===== config.mk =====
export PLATFORM = sky130hd
export DESIGN_NAME = alu_arbiter
export DESIGN_NICKNAME = d
export VERILOG_FILES = /design/src/rtl/alu_arbiter_pkg.sv /design/src/rtl/alu_arbiter_core.sv /design/src/rtl/alu_arbiter.sv
export SDC_FILE = /design/constraint.sdc
export NUM_CORES = 1
export LEC_CHECK = 0
export ABC_AREA = 0
export BUFFER_PORTS_ARGS = -buffer_cell sky130_fd_sc_hd__buf_2
export CORE_MARGIN = 3
export CORE_UTILIZATION = 48
export DETAILED_ROUTE_END_ITERATION = 10
export MAX_ROUTING_LAYER = met4
export PLACE_DENSITY = 0.68
export SYNTH_ARGS = -nofsm -noshare
export SYNTH_HDL_FRONTEND = slang
export SYNTH_HIERARCHICAL = 1
export SYNTH_SLANG_ARGS = --single-unit

===== constraint.sdc =====
create_clock -name clk -period 4.6 [get_ports clk]
set_input_delay 0.46 -clock clk [delete_from_list [all_inputs] [get_ports clk]]
set_output_delay 0.46 -clock clk [all_outputs]
set_load 0.02 [all_outputs]

===== src/rtl/alu_arbiter_pkg.sv =====
// Shared definitions for the two-requester accumulator ALU: widths, opcodes,
// controller states and the captured-operation record.
package alu_arbiter_pkg;
  localparam int DATA_W = 4;
  localparam int RES_W  = 2 * DATA_W;

  localparam logic [2:0] OP_MUL   = 3'b000;
  localparam logic [2:0] OP_SHR   = 3'b001;
  localparam logic [2:0] OP_SHL   = 3'b010;
  localparam logic [2:0] OP_ORRED = 3'b011;
  localparam logic [2:0] OP_ORXOR = 3'b100;
  localparam logic [2:0] OP_ADD   = 3'b101;
  localparam logic [2:0] OP_ADD2  = 3'b110;
  localparam logic [2:0] OP_INC   = 3'b111;

  typedef enum logic [1:0] {
    ST_IDLE  = 2'd0,
    ST_GRANT = 2'd1,
    ST_EXEC  = 2'd2,
    ST_DONE  = 2'd3
  } state_t;

  typedef struct packed {
    logic [2:0]        func;
    logic [DATA_W-1:0] data;
  } op_t;
endpackage


===== src/rtl/alu_arbiter_core.sv =====
// Combinational ALU: one opcode, latched operand d and accumulator nibble a
// produce a zero-extended RES_W result.
module alu_core
  import alu_arbiter_pkg::*;
#(
  parameter int DATA_W = alu_arbiter_pkg::DATA_W,
  parameter int RES_W  = alu_arbiter_pkg::RES_W
) (
  input  logic [2:0]        func,
  input  logic [DATA_W-1:0] d,
  input  logic [DATA_W-1:0] a,
  output logic [RES_W-1:0]  res
);
  logic [RES_W-1:0] dz, az;

  assign dz = RES_W'(d);
  assign az = RES_W'(a);

  // Shifts are done at full result width so oversized shift counts fall to zero.
  always_comb begin
    res = '0;
    case (func)
      OP_INC:          res = dz + RES_W'(1);
      OP_ADD, OP_ADD2: res = dz + az;
      OP_ORXOR:        res = RES_W'({d | a, d ^ a});
      OP_ORRED:        res = RES_W'(|{d, a});
      OP_SHL:          res = az << d;
      OP_SHR:          res = az >> d;
      OP_MUL:          res = dz * az;
      default:         res = '0;
    endcase
  end
endmodule


===== src/rtl/alu_arbiter.sv =====
// Round-robin shares one accumulator ALU between two requesters; a
// grant/exec/done controller runs one operation per grant.
module alu_arbiter
  import alu_arbiter_pkg::*;
#(
  parameter int DATA_W = alu_arbiter_pkg::DATA_W,
  parameter int RES_W  = alu_arbiter_pkg::RES_W
) (
  input  logic              clk,
  input  logic              reset_n,
  input  logic [1:0]        req,
  input  logic [2:0]        func0,
  input  logic [2:0]        func1,
  input  logic [DATA_W-1:0] data0,
  input  logic [DATA_W-1:0] data1,
  output logic [1:0]        gnt,
  output logic              busy,
  output logic              owner,
  output logic              valid,
  output logic [RES_W-1:0]  result
);
  state_t           state, state_n;
  logic             rr;
  logic             owner_q;
  op_t              op;
  logic [RES_W-1:0] acc;
  logic [RES_W-1:0] alu_out;
  logic             any_req, pref, win, arb;

  // In DONE the pointer has not yet flipped, so the tie preference is
  // taken directly from the owner just served.
  assign any_req = |req;
  assign pref    = (state == ST_DONE) ? ~owner_q : rr;
  assign win     = (&req) ? pref : req[1];
  assign arb     = (state == ST_IDLE || state == ST_DONE) && any_req;

  alu_core #(.DATA_W(DATA_W), .RES_W(RES_W)) u_core (
    .func (op.func),
    .d    (op.data),
    .a    (acc[DATA_W-1:0]),
    .res  (alu_out)
  );

  always_comb begin
    state_n = state;
    case (state)
      ST_IDLE:  if (any_req) state_n = ST_GRANT;
      ST_GRANT: state_n = ST_EXEC;
      ST_EXEC:  state_n = ST_DONE;
      ST_DONE:  state_n = any_req ? ST_GRANT : ST_IDLE;
      default:  state_n = ST_IDLE;
    endcase
  end

  // The accumulator loads on the EXEC->DONE edge so the new value is
  // visible together with the valid strobe during DONE.
  always_ff @(posedge clk or negedge reset_n) begin
    if (!reset_n) begin
      state   <= ST_IDLE;
      rr      <= 1'b0;
      owner_q <= 1'b0;
      op      <= '0;
      acc     <= '0;
    end else begin
      state <= state_n;
      if (arb) owner_q <= win;
      if (state == ST_DONE) rr <= ~owner_q;
      if (state == ST_GRANT) op <= owner_q ? op_t'{func1, data1} : op_t'{func0, data0};
      if (state == ST_EXEC) acc <= alu_out;
    end
  end

  assign gnt    = (state == ST_GRANT) ? (owner_q ? 2'b10 : 2'b01) : 2'b00;
  assign busy   = (state != ST_IDLE);
  assign valid  = (state == ST_DONE);
  assign owner  = owner_q;
  assign result = acc;
endmodule


==> run_results.csv, run 1 <==
group,metric,value,unit
cts,h-tree-depth,1,
drt,drtIter0Drc,140,
global_route,top_usage_layer,"met2",
die,start_util,51.3,%
run,cap_violations,0,
sta,period_needed,3.64,ns
sta,period_share,79.1,%
sta,worst_pin_slew,0.718,ns
sta,setup-tns-final,0,ns
global_route,grt_pass1_vias,1739,
min_path,hp-class,"input pin to asynchronous set/reset pin",
cts,cts_resized,0,
worst_setup_path,arrival,3.83,ns
sta,finalClockSkew,0.000976,ns
finish,layout-drive-gt1-share,18.5,%
worst_setup_path,crit_path_frequent_cell,"ha_1",
sta,max_slew_margin,51.6,%
synthesis,synth_area_leader_cell,"dfrtp_1",
synthesis,synth_top_area_share,22.5,%
drt,vias,1839,
drt,routed_wl,4840,um
synthesis,synthCells,243,
drt,ant_nets,0,
place,dp_hpwl,3720,um
die,io_pins,31,
synthesis,synth_enable_flop_cells,0,
sta,hold_violations,0,
sta,rsz0062_at_grt,"no",
global_route,overflow,0,
place,portBuffers,30,
drt,firstDrtPassIters,4,
cts,clockRootBuffer,"clkbuf_8",
die,num_rows,23,
global_route,met3_usage,1.80,%
global_route,antenna_found_initial,0,
cts,path_clk_slew,0.07,ns
global_route,track_usage,20.2,%
cts,clock_path_buffers,2,
global_route,grt_pass1_wl,8320,um
synthesis,async_reset_ff_share,100,%
sta,slew_violations,0,
synthesis,synth_cell_type_count,49,
cts,post_cts_buffers,0,
sta,finalSetupViolations,0,
cts,clkLatencyLatePin,0.25,ns
cts,cts_tree,"yes",
place,gp_congestion,0.910,
die,dieArea,0.00523,mm2
synthesis,ys_top_cells_by_area,"dfrtp_1, ha_1, mux2i_1",
worst_setup_path,endpoint_kind,"register",
die,die_y,72.3,um
synthesis,synth_common_cells,"ha_1, nor2_1, inv_1",
synthesis,synth_seq_cells,19,
worst_setup_path,worstSetupStartpointType,"register",
die,chipWidth,72.3,um
global_route,grt_max_degree,21,
worst_setup_path,slowest_stage,"dfrtp_1",
finish,diodes,0,
cts,cts.sinks,19,
drt,wire_per_inst,15.4,um
worst_setup_path,crit_path_max_fanout,19,
worst_setup_path,critical_path_required,4.79,ns
drt,drcViolationCount,0,
run_status,status,"finished clean",
drt,avgViaCountPerCell,5.84,
synthesis,ys_seq_area_share,22.5,%
die,core-area,0.00412,mm2
finish,layout.nets,320,
synthesis,netlist_area,0.00211,mm2
worst_setup_path,slowest_delay,0.74,ns
global_route,use_met1,29.3,%
finish,syn_to_final_growth,9.55,%
worst_setup_path,crit_chain,"inv_1 -> nor2_1 -> fa_1 -> ha_1 -> ha_1 -> o21ai_0 -> or4b_1 -> a311o_1 -> a22oi_1 -> mux2_2",
synthesis,yosysMostFrequentCell,"ha_1",
synthesis,synth_fp_nets,297,
synthesis,avgSynthCellArea,8.68,um2
synthesis,dominantRegCellSynth,"dfrtp_1",
synthesis,synth_warnings,6,
global_route,grt_use_met2,30.1,%
cts,numCtsBuffers,3,
sta,max_freq,0.275,GHz
cts,postCtsHoldBufs,0,
worst_setup_path,timing.setup.critical_path_class,"register to register",
[routing by layer]
metal | wire length, um | vias to the layer above
li1 | - | 907
met1 | 2230 | 855
met2 | 2240 | 71
met3 | 315 | 6
met4 | 55 | 0
met5 | 0 | -
[area by class of cell]
| type | instances | area, um2 |
|---|---|---|
| Clock buffer | 3 | 41.3 |
| Clock inverter | 1 | 5.00 |
| Fill cell | 398 | 1800 |
| Inverter | 20 | 75.1 |
| Multi-Input combinational cell | 192 | 1500 |
| Sequential cell | 19 | 475 |
| Tap cell | 50 | 62.6 |
| Timing Repair Buffer | 30 | 150 |
[registers in the layout, summed over array words and instances (netlist names)]
name,cells
owner,1
result,8
op,7
state,2
rr,1
[placed cells by master, fill, tap and decap left out, types with 2 or more instances in the layout]
cell type,count
nor4b_1,3
buf_2,30
dfrtp_1,19
ha_1,31
or2_2,2
a32oi_1,3
inv_1,20
clkbuf_8,3
xor2_1,2
o21a_1,2
o31ai_1,2
nor4_1,4
o211ai_1,2
nor3_1,5
nor2_1,27
a211oi_1,2
nor2b_1,5
and2_1,4
mux2i_1,14
a221oi_1,2
o21ai_0,10
a21o_1,2
mux2_2,8
a2bb2oi_1,2
fa_1,5
nand2_1,16
a21oi_1,15
nand2b_1,2
a31oi_1,3
[final timing paths]
| kind | end | slack [ns] | cells after the start | from |
|---|---|---|---|---|
| hold / removal | op[6] | 0.14 | 1 | reset_n |
| setup reg to reg | result[7] | 0.96 | 10 | op[1] |
| setup / recovery | result[7] | 0.96 | 10 | op[1] |
| min in group clk | owner | 0.42 | 2 | req[0] |
| hold reg to reg | result[4] | 0.51 | 1 | result[4] |
| max in group asynchronous | result[6] | 4.17 | 1 | reset_n |
[critical path: cells and delay by family, from the launching register on]
family / cells / cell delay (ns)
DFF: 1 / 0.74
and+or+nand+nor: 2 / 0.70
buffers and inverters: 1 / 0.29
muxes: 1 / 0.16
AOI/OAI and AO/OA: 3 / 0.62
adders and majority gates: 3 / 1.05
[stage by stage]
stage / setup WS (ns) / hold slack [ns] / util, % / instance area, um2 / std cells
finish: 0.963 / 0.139 / 56.2 / 2310 / 315
global route: 0.718 / 0.162 / 56.2 / 2310 / 315
CTS: 0.986 / 0.150 / 56.2 / 2310 / 315
detailed placement: 1.01 / 0.427 / 55.0 / 2260 / 311
global placement: 1.03 / 0.425 / 55.0 / 2260 / 311
floorplan: 1.09 / 0.164 / - / 2110 / 243
[cells by family (layout without fill, tap and decap cells)]
logic type               count (synthesis)  after routing  synth area share [%]
flip-flops                              19             19                  22.5
buffers and inverters                   32             54                  6.29
adder cells (fa/ha/maj)                 36             36                  23.1
AND/OR/NAND/NOR                         77             77                  19.0
multiplexers                            22             22                  10.9
AO/OA/AOI/OAI                           54             54                  16.9
XOR/XNOR                                 3              3                  1.25
Power of run 1 is not shown: default switching activity piles up to over one toggle a cycle in this logic, so the estimate is an artifact.
==> inputs of run 2 (changes only) <==
--- a/config.mk
+++ b/config.mk
@@ -5,13 +5,13 @@
 export SDC_FILE = /design/constraint.sdc
 export NUM_CORES = 1
 export LEC_CHECK = 0
-export ABC_AREA = 0
+export ABC_AREA = 1
 export BUFFER_PORTS_ARGS = -buffer_cell sky130_fd_sc_hd__buf_2
 export CORE_MARGIN = 3
 export CORE_UTILIZATION = 48
 export DETAILED_ROUTE_END_ITERATION = 10
 export MAX_ROUTING_LAYER = met4
-export PLACE_DENSITY = 0.68
+export PLACE_DENSITY = 0.7
 export SYNTH_ARGS = -nofsm -noshare
 export SYNTH_HDL_FRONTEND = slang
 export SYNTH_HIERARCHICAL = 1
==> constraint.sdc (replaced) <==
create_clock -name clk -period 3.2 [get_ports clk]
set_input_delay 0.32 -clock clk [delete_from_list [all_inputs] [get_ports clk]]
set_output_delay 0.32 -clock clk [all_outputs]
set_load 0.02 [all_outputs]
==> run_results.csv, run 2 <==
group,metric,value,unit
run_status,status,"complete, but fails checks",
run_status,violations,"negative hold slack",
drt,vias,2067,
synthesis,dominantRegCellSynth,"dfrtp_1",
worst_setup_path,crit_path_max_fanout,2,
worst_setup_path,crit_buf_inv,3,
sta,hold_violations,19,
sta,period_share,91.3,%
sta,slew_violations,0,
place,gp_congestion,0.903,
global_route,grt_pass1_vias,1927,
place,place_area,0.00242,mm2
global_route,top_usage_layer,"met2",
cts,clkLatencyLatePin,0.25,ns
worst_setup_path,worstSetupStartpointType,"register",
sta,setup-tns-final,0,ns
worst_setup_path,arrival,3.06,ns
synthesis,synth_common_cells,"nand2_1, inv_1, nand3_1",
place,dp_hpwl,4180,um
sta,rsz0062_at_grt,"no",
cts,clockRootBuffer,"clkbuf_8",
finish,fin_area,0.00246,mm2
worst_setup_path,crit_family,"adder cells",
min_path,hp-class,"input pin to asynchronous set/reset pin",
sta,period_needed,2.92,ns
die,die_y,73.4,um
cts,post_cts_buffers,0,
finish,final_util,58.7,%
synthesis,async_reset_ff_share,100,%
synthesis,ys_seq_area_share,21.8,%
global_route,met3_usage,1.92,%
global_route,grt_use_met2,35.2,%
cts,cts_resized,0,
die,num_rows,23,
synthesis,netlist_area,0.00218,mm2
finish,layout_commonest_cell,"nand2_1",
worst_setup_path,timing.setup.critical_path_class,"register to register",
finish,stdcell_count,402,
synthesis,synth_cell_type_count,30,
global_route,track_usage,21.8,%
synthesis,synthCells,316,
worst_setup_path,crit_chain,"nand2_1 -> fa_1 -> inv_1 -> fa_1 -> inv_1 -> fa_2 -> inv_1 -> nand2_1 -> nand3_1 -> nor2_1 -> nand2_1 -> mux2_2",
sta,max_slew_margin,70.2,%
die,start_util,51.9,%
drt,ant_nets,0,
die,dieArea,0.00539,mm2
global_route,grt_max_degree,20,
die,core-area,0.00420,mm2
drt,routed_wl,5120,um
global_route,use_met1,29.0,%
global_route,overflow,0,
die,io_pins,31,
sta,finalSetupViolations,0,
cts,cts.sinks,19,
global_route,antenna_found_initial,0,
worst_setup_path,slowest_stage,"fa_1",
drt,avgViaCountPerCell,5.14,
finish,syn_to_final_growth,13.0,%
cts,h-tree-depth,1,
cts,postCtsHoldBufs,0,
synthesis,avgSynthCellArea,6.91,um2
cts,clock_path_buffers,2,
global_route,grt_pass1_wl,8930,um
sta,hold_slack,-0.00728,ns
finish,fillers,385,
sta,worst_pin_slew,0.447,ns
place,dp_cells,398,
finish,layout.nets,407,
cts,path_clk_slew,0.06,ns
cts,cts_tree,"yes",
synthesis,yosysMostFrequentCell,"nand2_1",
drt,drtIter0Drc,244,
drt,firstDrtPassIters,4,
synthesis,ys_top_cells_by_area,"dfrtp_1, ha_1, nand2_1",
drt,drcViolationCount,0,
synthesis,synth_warnings,6,
drt,wire_per_inst,12.7,um
run,cap_violations,0,
power_and_ir_drop,p_leak,1.44,nW
finish,largest_reg_flops,8,
worst_setup_path,critical_path_required,3.34,ns
power_and_ir_drop,powerDensity,956,mW/mm2
synthesis,synth_area_leader_cell,"dfrtp_1",
finish,diodes,0,
worst_setup_path,endpoint_kind,"register",
worst_setup_path,slowest_delay,0.56,ns
power_and_ir_drop,peakVddDrop,0.559,mV
sta,finalClockSkew,0.000991,ns
synthesis,synth_fp_nets,370,
synthesis,synth_top_area_share,21.8,%
sta,max_freq,0.342,GHz
cts,numCtsBuffers,3,
finish,final_cell_mix,"nand2_1, inv_1, nand3_1",
finish,layout-drive-gt1-share,19.0,%
synthesis,synth_seq_cells,19,
synthesis,synth_enable_flop_cells,0,
place,portBuffers,30,
die,chipWidth,73.4,um
-- run 2: per-stage QoR --
stage / worst slack (ns) / power (mW) / hold slack, ns
6_report: 0.279 / 2.36 / -0.00728
2_1_floorplan: 0.0805 / 1.73 / 0.0244
5_1_grt: 0.0455 / 2.62 / 0.0256
4_1_cts: 0.214 / 2.36 / 0.00746
3_5_place_dp: 0.224 / 2.20 / 0.277
3_3_place_gp: 0.309 / 2.17 / 0.275
-- run 2: area by class of cell --
class | count | area [um2] | area share, %
Inverter | 50 | 190 | 7.72
Sequential cell | 19 | 475 | 19.3
Multi-Input combinational cell | 241 | 1480 | 60.1
Tap cell | 50 | 62.6 | 2.54
Clock buffer | 4 | 45.0 | 1.83
Timing Repair Buffer | 38 | 210 | 8.53
-- run 2: worst paths after layout --
kind                       startpoint        end  slack, ns  cells after the start
min in group clk             data0[3]      op[3]       0.28                      3
setup / recovery                op[0]  result[3]       0.28                     12
max in group asynchronous     reset_n      op[4]       2.92                      1
hold / removal                reset_n   state[1]     -0.007                      1
hold reg to reg                    rr         rr       0.48                      2
setup reg to reg                op[0]  result[3]       0.28                     12
-- run 2: worst register-to-register path: stages (launching register included) --
cell     delay (ns)
dfrtp_1        0.35
nand2_1        0.10
fa_1           0.55
inv_1          0.06
fa_1           0.56
inv_1          0.07
fa_2           0.55
inv_1          0.04
nand2_1        0.05
nand3_1        0.07
nor2_1         0.11
nand2_1        0.05
mux2_2         0.25
-- run 2: kinds of logic after synthesis --
group / Yosys count / synth area share (%)
AND/OR/NAND/NOR: 172 / 34.7
AO/OA/AOI/OAI: 23 / 5.73
flip-flops: 19 / 21.8
adder cells (fa/ha/maj): 36 / 22.4
XOR/XNOR: 2 / 0.803
buffers and inverters: 56 / 10.4
multiplexers: 8 / 4.13
-- run 2: report_power, final --
group / internal (mW) / switching [mW] / leakage (nW)
logic: 0.641 / 1.09 / 1.18
clock network: 0.0883 / 0.0700 / 0.0228
registers: 0.356 / 0.113 / 0.237
total: 1.08 / 1.27 / 1.44
-- run 2: metal layers --
metal / up-vias / routed length (um) / share of wire [%]
li1: 1072 / - / -
met1: 915 / 2360 / 46
met2: 74 / 2340 / 46
met3: 6 / 345 / 6.7
met4: 0 / 78 / 1.5
met5: - / 0 / 0
Note: power is estimated with default switching activity, not from simulation.
==> inputs of run 3 (changes only) <==
--- a/config.mk
+++ b/config.mk
@@ -9,7 +9,9 @@
 export BUFFER_PORTS_ARGS = -buffer_cell sky130_fd_sc_hd__buf_2
 export CORE_MARGIN = 3
 export CORE_UTILIZATION = 48
+export CTS_CLUSTER_DIAMETER = 50
 export DETAILED_ROUTE_END_ITERATION = 10
+export HOLD_SLACK_MARGIN = 0.12
 export MAX_ROUTING_LAYER = met4
 export PLACE_DENSITY = 0.7
 export SYNTH_ARGS = -nofsm -noshare
==> run_results.csv, run 3 (synthesis results as in run 2) <==
group,metric,value,unit
run_status,status,"finished clean",
finish,layout-drive-gt1-share,19.0,%
cts,post_cts_buffers,0,
cts,numCtsBuffers,3,
place,portBuffers,30,
power_and_ir_drop,peakVddDrop,0.562,mV
sta,worst_pin_slew,0.440,ns
worst_setup_path,slowest_delay,0.56,ns
finish,final_cell_mix,"nand2_1, inv_1, nand3_1",
drt,wl_met1,2370,um
worst_setup_path,crit_chain,"nand2_1 -> fa_1 -> inv_1 -> fa_1 -> inv_1 -> fa_2 -> inv_1 -> nand2_1 -> nand3_1 -> nor2_1 -> nand2_1 -> mux2_2",
worst_setup_path,endpoint_kind,"register",
worst_setup_path,crit_start,"op[0]",
die,num_rows,23,
worst_setup_path,crit_path_max_fanout,2,
power_and_ir_drop,clockPowerShare,6.8,%
sta,fin_ws,0.258,ns
global_route,grt_pass1_wl,8940,um
drt,routed_wl,5190,um
power_and_ir_drop,p_leak,1.44,nW
drt,routed.top_layer,"met4",
sta,hold_violations,0,
sta,slew_violations,0,
worst_setup_path,slowest_stage,"fa_1",
drt,ant_nets,0,
worst_setup_path,worstReg2RegStart,"op[0]",
drt,drtIter0Drc,247,
sta,period_share,91.9,%
finish,layout.nets,408,
power_and_ir_drop,pwr-share-seq,19.9,%
sta,rsz0062_at_grt,"no",
die,die_y,73.4,um
cts,cts_tree,"yes",
cts,cts.sinks,19,
sta,max_freq,0.340,GHz
worst_setup_path,timing.setup.critical_path_class,"register to register",
place,dp_slack,0.224,ns
sta,finalSetupViolations,0,
power_and_ir_drop,p_int,1.08,mW
die,io_pins,31,
cts,clock_path_buffers,2,
min_path,hp-class,"input pin to register",
min_path,min_from,"data0[3]",
global_route,antenna_found_initial,0,
power_and_ir_drop,combinationalPowerShare,73.3,%
place,dp_hpwl,4180,um
finish,fin_area,0.00247,mm2
drt,drcViolationCount,0,
die,dieArea,0.00539,mm2
cts,h-tree-depth,1,
worst_setup_path,critical_path_required,3.34,ns
cts,clockRootBuffer,"clkbuf_8",
finish,final_util,58.9,%
sta,period_needed,2.94,ns
global_route,track_usage,21.9,%
cts,clkLatencyLatePin,0.25,ns
global_route,grt_pass1_vias,1936,
finish,diodes,0,
place,place_area,0.00242,mm2
drt,wl_met3,363,um
sta,finalClockSkew,0.00121,ns
global_route,overflow,0,
worst_setup_path,reg2reg_setup_slack,0.26,ns
run,cap_violations,0,
die,start_util,51.9,%
finish,syn_to_final_growth,13.4,%
drt,avgViaCountPerCell,5.17,
power_and_ir_drop,powerDensity,955,mW/mm2
power_and_ir_drop,p_sw_share,54.1,%
finish,multi_input_comb_area,0.00148,mm2
die,chipWidth,73.4,um
drt,vias,2084,
finish,largest_reg_flops,8,
drt,firstDrtPassIters,6,
place,gp_congestion,0.903,
cts,path_clk_slew,0.06,ns
finish,fillers,383,
drt,wire_per_inst,12.9,um
worst_setup_path,arrival,3.08,ns
die,core-area,0.00420,mm2
finish,seqCellArea,475,um2
worst_setup_path,worstSetupStartpointType,"register",
finish,layout_commonest_cell,"nand2_1",
global_route,grt_max_degree,20,
sta,max_slew_margin,70.6,%
drt,routed-wl-met2,2370,um
power_and_ir_drop,p_sw,1.28,mW
sta,setup-tns-final,0,ns
[run 3: cell count changes in the layout (fill, tap and decap cells not counted), sizes merged]
cell | previous run | this run
dlygate4sd3 | 0 | 1
[run 3: worst max-delay path: cells and delay by family, from the launching register on]
family / cells / cell delay (ns)
adder cells (fa/ha/maj): 3 / 1.66
AND/OR/NAND/NOR: 5 / 0.41
flip-flops: 1 / 0.35
multiplexers: 1 / 0.25
buffers and inverters: 3 / 0.17
[run 3: what timing repair did]
item	4_1_cts	5_1_grt
resized for setup	0	1
hold buffers	1	0
endpoints found under the hold margin	19	0
endpoints found under the setup margin	0	1
[run 3: path summary, 6_finish.rpt]
check                            end  depth (start not counted)
max                        result[3]                         12
min                            op[3]                          3
max reg2reg                result[3]                         12
min reg2reg                       rr                          2
max in group asynchronous  result[0]                          2
min in group asynchronous      owner                          2
[run 3: cell type report]
class	count	area share, %
multi-input cells	241	59.9
well taps	50	2.53
flip-flops and latches	19	19.2
clock buffers	4	1.82
repair buffers	39	8.90
inverters	50	7.68
[run 3: stage by stage]
stage | hold WS [ns] | power [mW] | instances
floorplan | 0.0244 | 1.73 | 316
global placement | 0.275 | 2.17 | 398
detailed placement | 0.277 | 2.20 | 398
CTS | 0.273 | 2.36 | 403
global route | 0.280 | 2.62 | 403
finish | 0.275 | 2.36 | 403
[run 3: routing by layer]
layer	GRT usage, %	vias up
met3	1.92	6
met5	-	-
met1	28.9	925
li1	-	1072
met4	7.04	0
met2	35.5	81
[run 3: power by group through the flow]
stage | clock network, mW | logic (mW) | registers, mW
after floorplan | 0 | 1.19 | 0.540
after global placement | 0 | 1.70 | 0.470
after detailed placement | 0 | 1.72 | 0.474
after CTS | 0.163 | 1.73 | 0.471
after global routing | 0.171 | 1.96 | 0.492
final | 0.160 | 1.73 | 0.470
